`src/rtl/vga_frame_monitor.sv`:
```
// Passive VGA timing/content monitor: locks to vs, checks line/frame timing and
// reports a per-frame active-pixel count and additive checksum.
module vga_frame_monitor #(
    parameter int   COLOR_W    = 4,
    parameter int   H_TOTAL    = 1344,
    parameter int   H_SYNC     = 136,
    parameter int   H_BACK     = 160,
    parameter int   H_ACTIVE   = 1024,
    parameter int   V_TOTAL    = 806,
    parameter int   V_SYNC     = 6,
    parameter int   V_BACK     = 29,
    parameter int   V_ACTIVE   = 768,
    parameter logic HS_POL     = 1'b1,
    parameter logic VS_POL     = 1'b1,
    parameter int   NUM_FRAMES = 2,
    parameter int   SUM_W      = 32
) (
    input  logic               clk,
    input  logic               rst,
    input  logic               hs,
    input  logic               vs,
    input  logic [COLOR_W-1:0] r,
    input  logic [COLOR_W-1:0] g,
    input  logic [COLOR_W-1:0] b,
    output logic               frame_valid,
    output logic [15:0]        frame_cnt,
    output logic [SUM_W-1:0]   frame_sum,
    output logic [SUM_W-1:0]   frame_pix,
    output logic               err_hline,
    output logic               err_hsync,
    output logic               err_vframe,
    output logic               err_vsync,
    output logic               err_blank,
    output logic               done
);
    localparam int          PIX_W    = 3 * COLOR_W;
    localparam int          H_ACT_LO = H_SYNC + H_BACK;
    localparam int          H_ACT_HI = H_ACT_LO + H_ACTIVE;
    localparam int          V_ACT_LO = V_SYNC + V_BACK;
    localparam int          V_ACT_HI = V_ACT_LO + V_ACTIVE;
    localparam logic [15:0] CNT_MAX  = 16'hFFFF;

    typedef enum logic [1:0] {ACQ, LOCK, DONE} state_t;
    state_t state, state_next;

    logic             hs_q, vs_q, hs_seen;
    logic [15:0]      h_cnt, v_cnt;
    logic [SUM_W-1:0] sum, pix;

    logic             hs_ae, hs_de, vs_ae, vs_de;
    logic [15:0]      h_pos, h_next, v_pos;
    logic             active, last_frame;
    logic [PIX_W-1:0] pixel;
    logic [SUM_W-1:0] sum_next, pix_next;

    // h_pos/v_pos are the positions of the current cycle: an assert edge
    // restarts the line at 0, and a new line bumps the line index at once.
    always_comb begin
        pixel  = {r, g, b};
        hs_ae  = (hs == HS_POL) && (hs_q != HS_POL);
        hs_de  = (hs != HS_POL) && (hs_q == HS_POL);
        vs_ae  = (vs == VS_POL) && (vs_q != VS_POL);
        vs_de  = (vs != VS_POL) && (vs_q == VS_POL);
        h_pos  = hs_ae ? 16'd0 : h_cnt;
        h_next = (h_pos == CNT_MAX) ? CNT_MAX : h_pos + 16'd1;
        if (vs_ae)
            v_pos = 16'd0;
        else if (hs_ae && v_cnt != CNT_MAX)
            v_pos = v_cnt + 16'd1;
        else
            v_pos = v_cnt;
        active = hs_seen
              && int'(h_pos) >= H_ACT_LO && int'(h_pos) < H_ACT_HI
              && int'(v_pos) >= V_ACT_LO && int'(v_pos) < V_ACT_HI;
        sum_next   = sum + (active ? SUM_W'(pixel) : '0);
        pix_next   = pix + (active ? SUM_W'(1) : '0);
        last_frame = (NUM_FRAMES != 0) && (int'(frame_cnt) + 1 == NUM_FRAMES);
    end

    always_comb begin
        state_next = state;
        case (state)
            ACQ:     if (vs_ae) state_next = LOCK;
            LOCK:    if (vs_ae && last_frame) state_next = DONE;
            default: state_next = state;
        endcase
    end

    always_ff @(posedge clk) begin
        if (!rst) begin
            state       <= ACQ;
            hs_q        <= HS_POL;
            vs_q        <= VS_POL;
            hs_seen     <= 1'b0;
            h_cnt       <= '0;
            v_cnt       <= '0;
            sum         <= '0;
            pix         <= '0;
            frame_valid <= 1'b0;
            frame_cnt   <= '0;
            frame_sum   <= '0;
            frame_pix   <= '0;
            err_hline   <= 1'b0;
            err_hsync   <= 1'b0;
            err_vframe  <= 1'b0;
            err_vsync   <= 1'b0;
            err_blank   <= 1'b0;
            done        <= 1'b0;
        end else begin
            state       <= state_next;
            hs_q        <= hs;
            vs_q        <= vs;
            frame_valid <= 1'b0;
            case (state)
                ACQ: begin
                    if (vs_ae) begin
                        h_cnt   <= '0;
                        v_cnt   <= '0;
                        hs_seen <= 1'b0;
                        sum     <= '0;
                        pix     <= '0;
                    end
                end
                LOCK: begin
                    h_cnt <= h_next;
                    v_cnt <= v_pos;
                    sum   <= sum_next;
                    pix   <= pix_next;
                    // h_cnt here still holds the previous cycle's position + 1
                    if (hs_ae) begin
                        if (hs_seen && int'(h_cnt) != H_TOTAL) err_hline <= 1'b1;
                        hs_seen <= 1'b1;
                    end
                    if (hs_de && hs_seen && int'(h_pos) != H_SYNC) err_hsync <= 1'b1;
                    if (vs_de && int'(v_pos) != V_SYNC) err_vsync <= 1'b1;
                    if (!active && pixel != '0) err_blank <= 1'b1;
                    if (vs_ae) begin
                        if (int'(v_cnt) != V_TOTAL - 1) err_vframe <= 1'b1;
                        frame_sum   <= sum_next;
                        frame_pix   <= pix_next;
                        frame_valid <= 1'b1;
                        frame_cnt   <= frame_cnt + 16'd1;
                        sum         <= '0;
                        pix         <= '0;
                        if (last_frame) done <= 1'b1;
                    end
                end
                default: ;
            endcase
        end
    end
endmodule

```
`config.mk`:
```
export PLATFORM = sky130hd
export DESIGN_NAME = vga_frame_monitor
export DESIGN_NICKNAME = d
export VERILOG_FILES = /design/src/rtl/vga_frame_monitor.sv
export SDC_FILE = /design/constraint.sdc
export NUM_CORES = 1
export LEC_CHECK = 0
export CAP_MARGIN = 40
export CORE_MARGIN = 4
export CORE_UTILIZATION = 52
export DETAILED_ROUTE_END_ITERATION = 6
export PLACE_DENSITY = 0.77
export SYNTH_ARGS = -nofsm -noshare
export SYNTH_HDL_FRONTEND = slang
export SYNTH_SLANG_ARGS = --single-unit
export TNS_END_PERCENT = 20
```
`constraint.sdc`:
```
create_clock -name clk -period 4.6 [get_ports clk]
set_input_delay 0.69 -clock clk [delete_from_list [all_inputs] [get_ports clk]]
set_output_delay 0.69 -clock clk [all_outputs]
set_load 0.1 [all_outputs]
```
# == Word-level counts from Yosys, hierarchy flattened ==
# Cells that the tools add are included.
# word_totals
reg_bits,188
in_bits,16
output_inout_bits,87
elab_cells,94
# op_classes
add_sub_neg,6
order_cmp,4
eq_ne,11
n_mux,21
bitwise_logic,4
reduce_logical,30
# op_table
cell,count
one-hot mux 32 bit (2 select lines),2
two-way mux 32 bit,3
two-way mux 16 bit,5
one-hot mux 16 bit (2 select lines),2
"adder 16 x 1 -> 16 bit, second input constant",3
adder 32 x 1 -> 32 bit,1
adder 32 x 12 -> 32 bit,1
"adder 16 x 1 -> 17 bit, second input constant",1
"equality test 17 x 2 -> 1 bit, second input constant",1
"equality test 16 bit, second input constant",1
">= comparator 16 x 6 -> 1 bit, second input constant",1
">= comparator 16 x 9 -> 1 bit, second input constant",1
"< comparator 16 x 10 -> 1 bit, second input constant",1
"< comparator 16 x 11 -> 1 bit, second input constant",1
"inequality test 16 x 11 -> 1 bit, second input constant",1
"inequality test 16 x 12 -> 1 bit, second input constant",1
"inequality test 16 bit, second input constant",1
"inequality test 16 x 4 -> 1 bit, second input constant",1
"inequality test 16 x 9 -> 1 bit, second input constant",1
logical AND 1 bit,15
AND reduction 3 bit,5
two-way mux 12 bit,1
AND reduction 2 bit,6
nonzero test 12 bit,1
10 further kinds,19

# == Depth between registers and ports, before layout ==
# Gate-level depths: netlist of the first run.
# depth
word_depth,12
depth_mapped,22

# == Worst setup path after synthesis of the first run ==
# No wires, ideal clock.
# synth_timing
path_type,in2reg
from,in hs
to,reg pix[26]
setup_ps,128
t_arrival_ps,4855
required_time_ps,4472
setup_slack_ps,-382
path_stages,19
cell_sequence,nand2b_1 or4_4 or4_1 o211ai_2 o2111a_2 o21ai_2 a221oi_2 buf_4 ha_1 ha_1 and4_1 nand3_1 nor3_1 and3_1 clkbuf_1 and3_1 o21ai_0 a22oi_1 nor2_1
# synth_between
elab_chain_len,11
elab_cells_between_ends,17
cone_classes,add/sub (1); order compare (4); mux (6); reduce/logical (6)
# synth_rtl
item,line,rtl
from (decl),20,"input logic hs,"
logical AND 1 bit *,60,hs_ae = (hs == HS_POL) && (hs_q != HS_POL);
logical AND 1 bit or two-way mux 16 bit (tied branches),"68, 64",
two-way mux 16 bit or >= comparator 16 x 9 -> 1 bit (tied branches),"68, 73",
two-way mux 16 bit or logical AND 1 bit (tied branches),"66, 73",
>= comparator 16 x 6 -> 1 bit or logical AND 1 bit (tied branches),"74, 73",
logical AND 1 bit,74,&& int'(v_pos) >= V_ACT_LO && int'(v_pos) < V_ACT_HI;
logical AND 1 bit *,74,
two-way mux 1 bit *,76,pix_next = pix + (active ? SUM_W'(1) : '0);
adder 32 x 1 -> 32 bit *,76,
two-way mux 32 bit *,137,if (vs_ae) begin
one-hot mux 32 bit (2 select lines) *,114,case (state)
to (signal assigned),128,pix <= pix_next;
to (decl),48,"logic [SUM_W-1:0] sum, pix;"
# Every way passes the cells marked *; elsewhere a longest branch is shown, timed or not.
# A chain may end at the register's enable or synchronous reset.

# == Worst setup path after layout of the first run ==
# layout_timing
from,reg v_cnt[2]
to,reg sum[17]
# layout_between
elab_chain_len,11
elab_cells_between_ends,13
cone_classes,add/sub (2); order compare (2); eq/ne (1); mux (5); reduce/logical (3)
# layout_rtl
item,line,rtl
from (decl),47,"logic [15:0] h_cnt, v_cnt;"
from (signal assigned),126,v_cnt <= v_pos;
branches (longest 2 deep; another with adder 16 x 1 -> 16 bit),n/a,
two-way mux 16 bit *,68,else if (hs_ae && v_cnt != CNT_MAX)
two-way mux 16 bit *,66,if (vs_ae)
>= comparator 16 x 6 -> 1 bit,74,
logical AND 1 bit,74,
logical AND 1 bit *,74,
two-way mux 12 bit *,75,sum_next = sum + (active ? SUM_W'(pixel) : '0);
adder 32 x 12 -> 32 bit *,75,
two-way mux 32 bit *,137,
one-hot mux 32 bit (2 select lines) *,114,
to (signal assigned),127,sum <= sum_next;
to (decl),48,
# Mark *: on every way between the ends.

==> flow_summary_export.csv, run 1 <==
group,metric,value,unit
timing,grt_setup_unrepaired,"yes",
cells_and_area,design_area,14300,um^2
synth,synthFlopType,"dfxtp_1",
placement,port_buffers,102,
run_status,violations,"setup timing",
timing,finalMaxSlewViolations,0,
die,die-area,21300,um^2
power,power,3.34,mW
timing,fin_crit_sh,1.02,
drt,dr.pass1.iters,5,
min_path,hold_depth,1,
cells_and_area,fin_nets,1565,
timing,timing.final.ws_setup,-0.0992,ns
die,initial_core_util,0.530,
worst_setup_path,critPathArrivalTime,5.06,ns
cts,clk_pin_slew,0.07,ns
cells_and_area,fillers,1209,
synth,synth_edf_count,0,
power,leakage,5.26,nW
power,pwr-share-comb,0.079,
synth,ys_seq_area_frac,0.380,
die,die_h,146,um
global_routing,gr-usage-all-layers,0.269,
worst_setup_path,critPathKind,"register to register",
drt,ant_nets,0,
cts,clockBufferDepth,2,
cells_and_area,ff_latch_area,3770,um^2
synth,synth_cell_type_count,67,
worst_setup_path,endpoint_kind,"register",
placement,dp_slack,-0.777,ns
min_path,min_path_type,"register to register",
synth,postSynthAreaPerCell,7.72,um^2
timing,period_needed,4.70,ns
placement,dpl_cell_area,13200,um^2
cells_and_area,synthToLayoutAreaGrowth,44.2,%
synth,syn_area,9910,um^2
timing,skew,0.00968,ns
power,p_sw,0.853,mW
power,p_int,2.49,mW
cts,clock_latency,0.44,ns
die,ioPinCount,103,
cts,cts_root_buffer,"clkbuf_16",
global_routing,grt_pass1_wl,48.7,mm
die,rows,50,
timing,worst_pin_slew,0.844,ns
die,coreArea,18700,um^2
synth,synth_nets,1320,
timing,fmax,213,MHz
synth,synth-async-reset-ratio,0,
power,irDropWorstVdd,0.000240,V
cells_and_area,antennaDiodeCount,0,
timing,finalSetupViolations,16,
worst_setup_path,worstPathMaxFanout,10,
drt,drc,0,
cts,htree_levels,4,
worst_setup_path,required,4.96,ns
drt,drt-initial-drc-count,1061,
power,pwr-share-seq,0.492,
power,p_sw_frac,0.255,
synth,yosys_register_bits,188,
cells_and_area,drive_above_1_share,0.216,
timing,whs,0.459,ns
global_routing,grt_pass1_vias,10200,
drt,drt-vias-per-instance,6.07,
cts,ctsHoldBuffers,0,
drt,wl_per_cell,17.6,um
placement,gp_congestion,0.905,
global_routing,antenna_found_initial,0,
placement,dp.final_hpwl,19.8,mm
min_path,hp-start,"err_hsync",
cts,clkSinkCount,188,
cells_and_area,final_util,0.764,
cells_and_area,multi_input_area,6180,um^2
timing,finalHoldViolCount,0,
power,cellPowerDensity,234,nW/um^2
cts,cts_tree,"done",
cts,numCtsBuffers,17,
synth,synthCells,1283,
die,die_x,146,um
placement,placed_cells,1728,
global_routing,grt_overflow,0,
cells_and_area,fin_cells,1775,
global_routing,grt_start_max_net_pins,81,
drt,vias,10800,
worst_setup_path,startpoint_type,"register",
worst_setup_path,crit_start,"v_cnt[2]",
flow_run,drv_cap,0,
synth,yosys_warnings,0,
drt,routed_wl,31.2,mm
power,p_clk_frac,0.428,
timing,fin_tns_setup,-0.806,ns
worst_setup_path,r2r-start,"v_cnt[2]",
timing,max-slew-margin-rel,0.436,
run_status,status,"finished with violations",
worst_setup_path,reg2reg_depth,20,
synthesized netlist by cell type (all sizes together) (20+ instances only):
library cell    n  share of area
a211oi         35          0.027
a21oi         108          0.055
a31oi          24          0.015
and3           28          0.018
clkbuf         87          0.033
dfxtp         188           0.38
ha             20          0.025
nand2         132          0.050
nand3          50          0.027
nand4          23          0.015
nor2          156          0.059
nor3           34          0.017
o21ai         110          0.056
xnor2          39          0.034
xor2           43          0.038
layout make-up:
type | count | area share
Clock buffer | 21 | 0.0315
Inverter | 13 | 0.00359
Multi-Input combinational cell | 987 | 0.432
Timing Repair Buffer | 321 | 0.241
Tap cell | 234 | 0.0205
Sequential cell | 188 | 0.264
Clock inverter | 11 | 0.00797
layer usage:
layer / wire length [um] / track usage / vias up
li1: - / - / 5082
met1: 12700 / 0.339 / 4982
met2: 14900 / 0.453 / 578
met3: 2210 / 0.0484 / 136
met4: 1420 / 0.115 / 0
met5: 0 / 0 / -
timing repair:
action,in CTS,in global routing
gates resized for setup,26,66
setup buffers,7,7
setup endpoints to repair,61,73
cloned,1,0
pin swaps,14,35
flip-flops by register name (all words and copies together) (netlist names), 2 cells and up:
signal	cells
sum	32
v_cnt	16
h_cnt	16
pix	32
state	2
frame_cnt	16
frame_pix	32
frame_sum	32
final timing paths:
kind	to	slack (ns)
min reg2reg	err_hsync	0.46
min	err_hsync	0.46
max reg2reg	sum[17]	-0.1
max	sum[17]	-0.1
power groups by stage:
stage          Combinational (mW)  Sequential (mW)  Clock (mW)
2_1_floorplan              0.0992             1.74           0
4_1_cts                     0.262             1.65        1.45
5_1_grt                     0.283             1.65        1.51
6_report                    0.266             1.65        1.43
3_3_place_gp                0.226             1.68           0
3_5_place_dp                0.261             1.68           0
logic make-up (layout without fill, tap and decap cells):
| group | Yosys count | in the layout | synth area share |
|---|---|---|---|
| and+or+nand+nor | 517 | 517 | 0.251 |
| xor gates and xnor gates | 82 | 82 | 0.0725 |
| adders and majority gates | 21 | 21 | 0.0273 |
| muxes | 1 | 1 | 0.00101 |
| buffers and inverters | 109 | 366 | 0.0431 |
| AOI/OAI and AO/OA | 365 | 366 | 0.225 |
| DFF | 188 | 188 | 0.380 |
cell usage in the layout, fill, tap and decap left out, types with 38 or more instances in the layout:
cell / count
buf_4: 121
xor2_1: 41
dfxtp_1: 186
buf_8: 84
a21oi_1: 102
clkdlybuf4s50_1: 101
o21ai_0: 100
nand3_1: 45
xnor2_1: 38
nand2_1: 131
nor2_1: 151
critical path: stages, from the launching register on:
cell,delay [ns]
dfxtp_1,0.36
buf_4,0.18
and3_1,0.19
nand4_1,0.23
buf_4,0.24
nor4b_2,0.28
o211a_1,0.21
o2111a_2,0.20
o21ai_2,0.06
a221oi_2,0.39
buf_4,0.22
buf_2,0.17
and2_1,0.19
ha_4,0.17
and3_1,0.21
and3_4,0.25
buf_6,0.14
a41oi_4,0.12
or2_4,0.31
or3_4,0.38
a31oi_4,0.13
Power figures use the tool's default switching activity.
==> inputs of run 2 (changes only) <==
Settings changed: SKIP_CTS_REPAIR_TIMING set to 1.
==> run 2 against run 1 <==
The run still ends with setup timing left. Global-route usage is 0.68 points lower. Routed wire length decreased by 1.4%. Clock skew grew 0.0010 ns. Die area did not move. Clock power about the same. Critical path depth fell by 1. Hold slack barely moved. Highest routed layer unchanged. Clock-buffer cell count unchanged.
==> flow_summary_export.csv, run 2 (synthesis gave the netlist of run 1 again) <==
group,metric,value,unit
timing,worst_pin_slew,0.870,ns
placement,dp.final_hpwl,19.8,mm
worst_setup_path,crit_end,"sum[17]",
timing,skew,0.0107,ns
min_path,min_path_type,"register to register",
timing,grt_setup_unrepaired,"yes",
drt,wl_per_cell,17.4,um
global_routing,grt_overflow,0,
drt,drt-initial-drc-count,1079,
cts,cts_root_buffer,"clkbuf_16",
die,initial_core_util,0.530,
worst_setup_path,r2r-start,"v_cnt[0]",
cts,numCtsBuffers,17,
run_status,status,"finished with violations",
drt,ant_nets,0,
timing,finalHoldViolCount,0,
worst_setup_path,critPathKind,"register to register",
cells_and_area,final_common_cell,"dfxtp_1",
flow_run,drv_cap,0,
drt,drt-vias-per-instance,6.00,
placement,dpl_cell_area,13200,um^2
timing,period_needed,4.75,ns
timing,timing.final.ws_setup,-0.145,ns
cts,clock_latency,0.43,ns
cts,clockBufferDepth,2,
global_routing,use_met2,0.437,
cts,cts_tree,"done",
drt,dr.pass1.iters,6,
power,power,3.35,mW
power,leakage,5.25,nW
die,die-area,21300,um^2
drt,routed_wl,30.7,mm
timing,finalSetupViolations,17,
power,irDropWorstVdd,0.000236,V
global_routing,grtUsageMet3,0.0413,
global_routing,grt_busiest_layer,"met2",
worst_setup_path,startpoint_type,"register",
drt,drc,0,
global_routing,gr-usage-all-layers,0.262,
global_routing,antenna_found_initial,0,
power,cellPowerDensity,235,nW/um^2
worst_setup_path,critPathArrivalTime,5.10,ns
worst_setup_path,reg2reg_depth,19,
die,rows,50,
placement,gp_congestion,0.905,
worst_setup_path,r2r_slack,-0.15,ns
timing,max-slew-margin-rel,0.418,
cells_and_area,drive_above_1_share,0.215,
global_routing,met1_usage,0.335,
placement,port_buffers,102,
die,die_h,146,um
worst_setup_path,required,4.96,ns
timing,fmax,211,MHz
worst_setup_path,endpoint_kind,"register",
global_routing,grt_pass1_wl,47.5,mm
global_routing,grt_pass1_vias,9924,
timing,fin_crit_sh,1.03,
cts,clkSinkCount,188,
worst_setup_path,worstPathMaxFanout,4,
cells_and_area,synthToLayoutAreaGrowth,43.9,%
cells_and_area,design_area,14300,um^2
cts,clk_pin_slew,0.07,ns
drt,vias,10600,
die,ioPinCount,103,
cts,htree_levels,4,
die,die_x,146,um
run_status,violations,"setup timing",
die,coreArea,18700,um^2
timing,finalMaxSlewViolations,0,
cells_and_area,fin_nets,1560,
cells_and_area,layout_common_cells,"dfxtp_1, nor2_1, nand2_1",
global_routing,grt_start_max_net_pins,81,
worst_setup_path,crit_start,"v_cnt[0]",
worst_setup_path,r2r-end,"sum[17]",
cells_and_area,antennaDiodeCount,0,
-- run 2: worst min path at each step --
stage	cells past startpoint	start	slack [ns]	endpoint
after global routing	2	frame_sum[5]	0.49	frame_sum[5]
after global placement	1	err_hsync	0.44	err_hsync
after CTS	1	err_hsync	0.46	err_hsync
after detailed placement	1	err_hsync	0.44	err_hsync
final	1	err_hsync	0.46	err_hsync
after floorplan	2	sum[10]	0.43	sum[10]
-- run 2: worst max-delay path, cell delays in order (launching register included) --
cell and delay [ns]:
dfxtp_2 0.35, ha_4 0.13, nand4_1 0.15, or4_4 0.53
or4_4 0.49, o211ai_2 0.10, o2111a_2 0.25, o21ai_4 0.07
a221oi_4 0.38, and2_1 0.20, ha_2 0.19, buf_4 0.10
a21o_1 0.13, a21o_1 0.18, a21oi_2 0.11, o21ai_4 0.29
a41oi_4 0.18, or2_4 0.28, or3_4 0.38, a31oi_4 0.17
-- run 2: per-layer routing --
metal / share of wire / wire length (um)
met4: 0.043 / 1310
met5: 0 / 0
met2: 0.48 / 14700
met1: 0.42 / 12900
met3: 0.060 / 1860
-- run 2: per-stage QoR --
stage | setup WS [ns] | util | hold WS [ns] | setup TNS [ns] | instances
5_1_grt | -0.270 | 0.762 | 0.486 | -5.72 | 1770
3_5_place_dp | -0.777 | 0.704 | 0.442 | -45.51 | 1728
6_report | -0.145 | 0.762 | 0.459 | -0.952 | 1770
3_3_place_gp | -0.613 | 0.628 | 0.443 | -34.11 | 1638
4_1_cts | -0.334 | 0.734 | 0.464 | -10.96 | 1760
2_1_floorplan | -0.0666 | - | 0.432 | -0.502 | 1283
-- run 2: final cells by class --
class	instances	area (um^2)
Inverter	13	51.3
Clock buffer	21	450
Sequential cell	188	3770
Clock inverter	11	114
Timing Repair Buffer	316	3400
Tap cell	234	293
Fill cell	1210	4450
Multi-Input combinational cell	987	6180
-- run 2: power by group --
group,switching (mW),internal (mW)
Combinational,0.181,0.0857
Clock,0.665,0.769
Sequential,0.00898,1.64
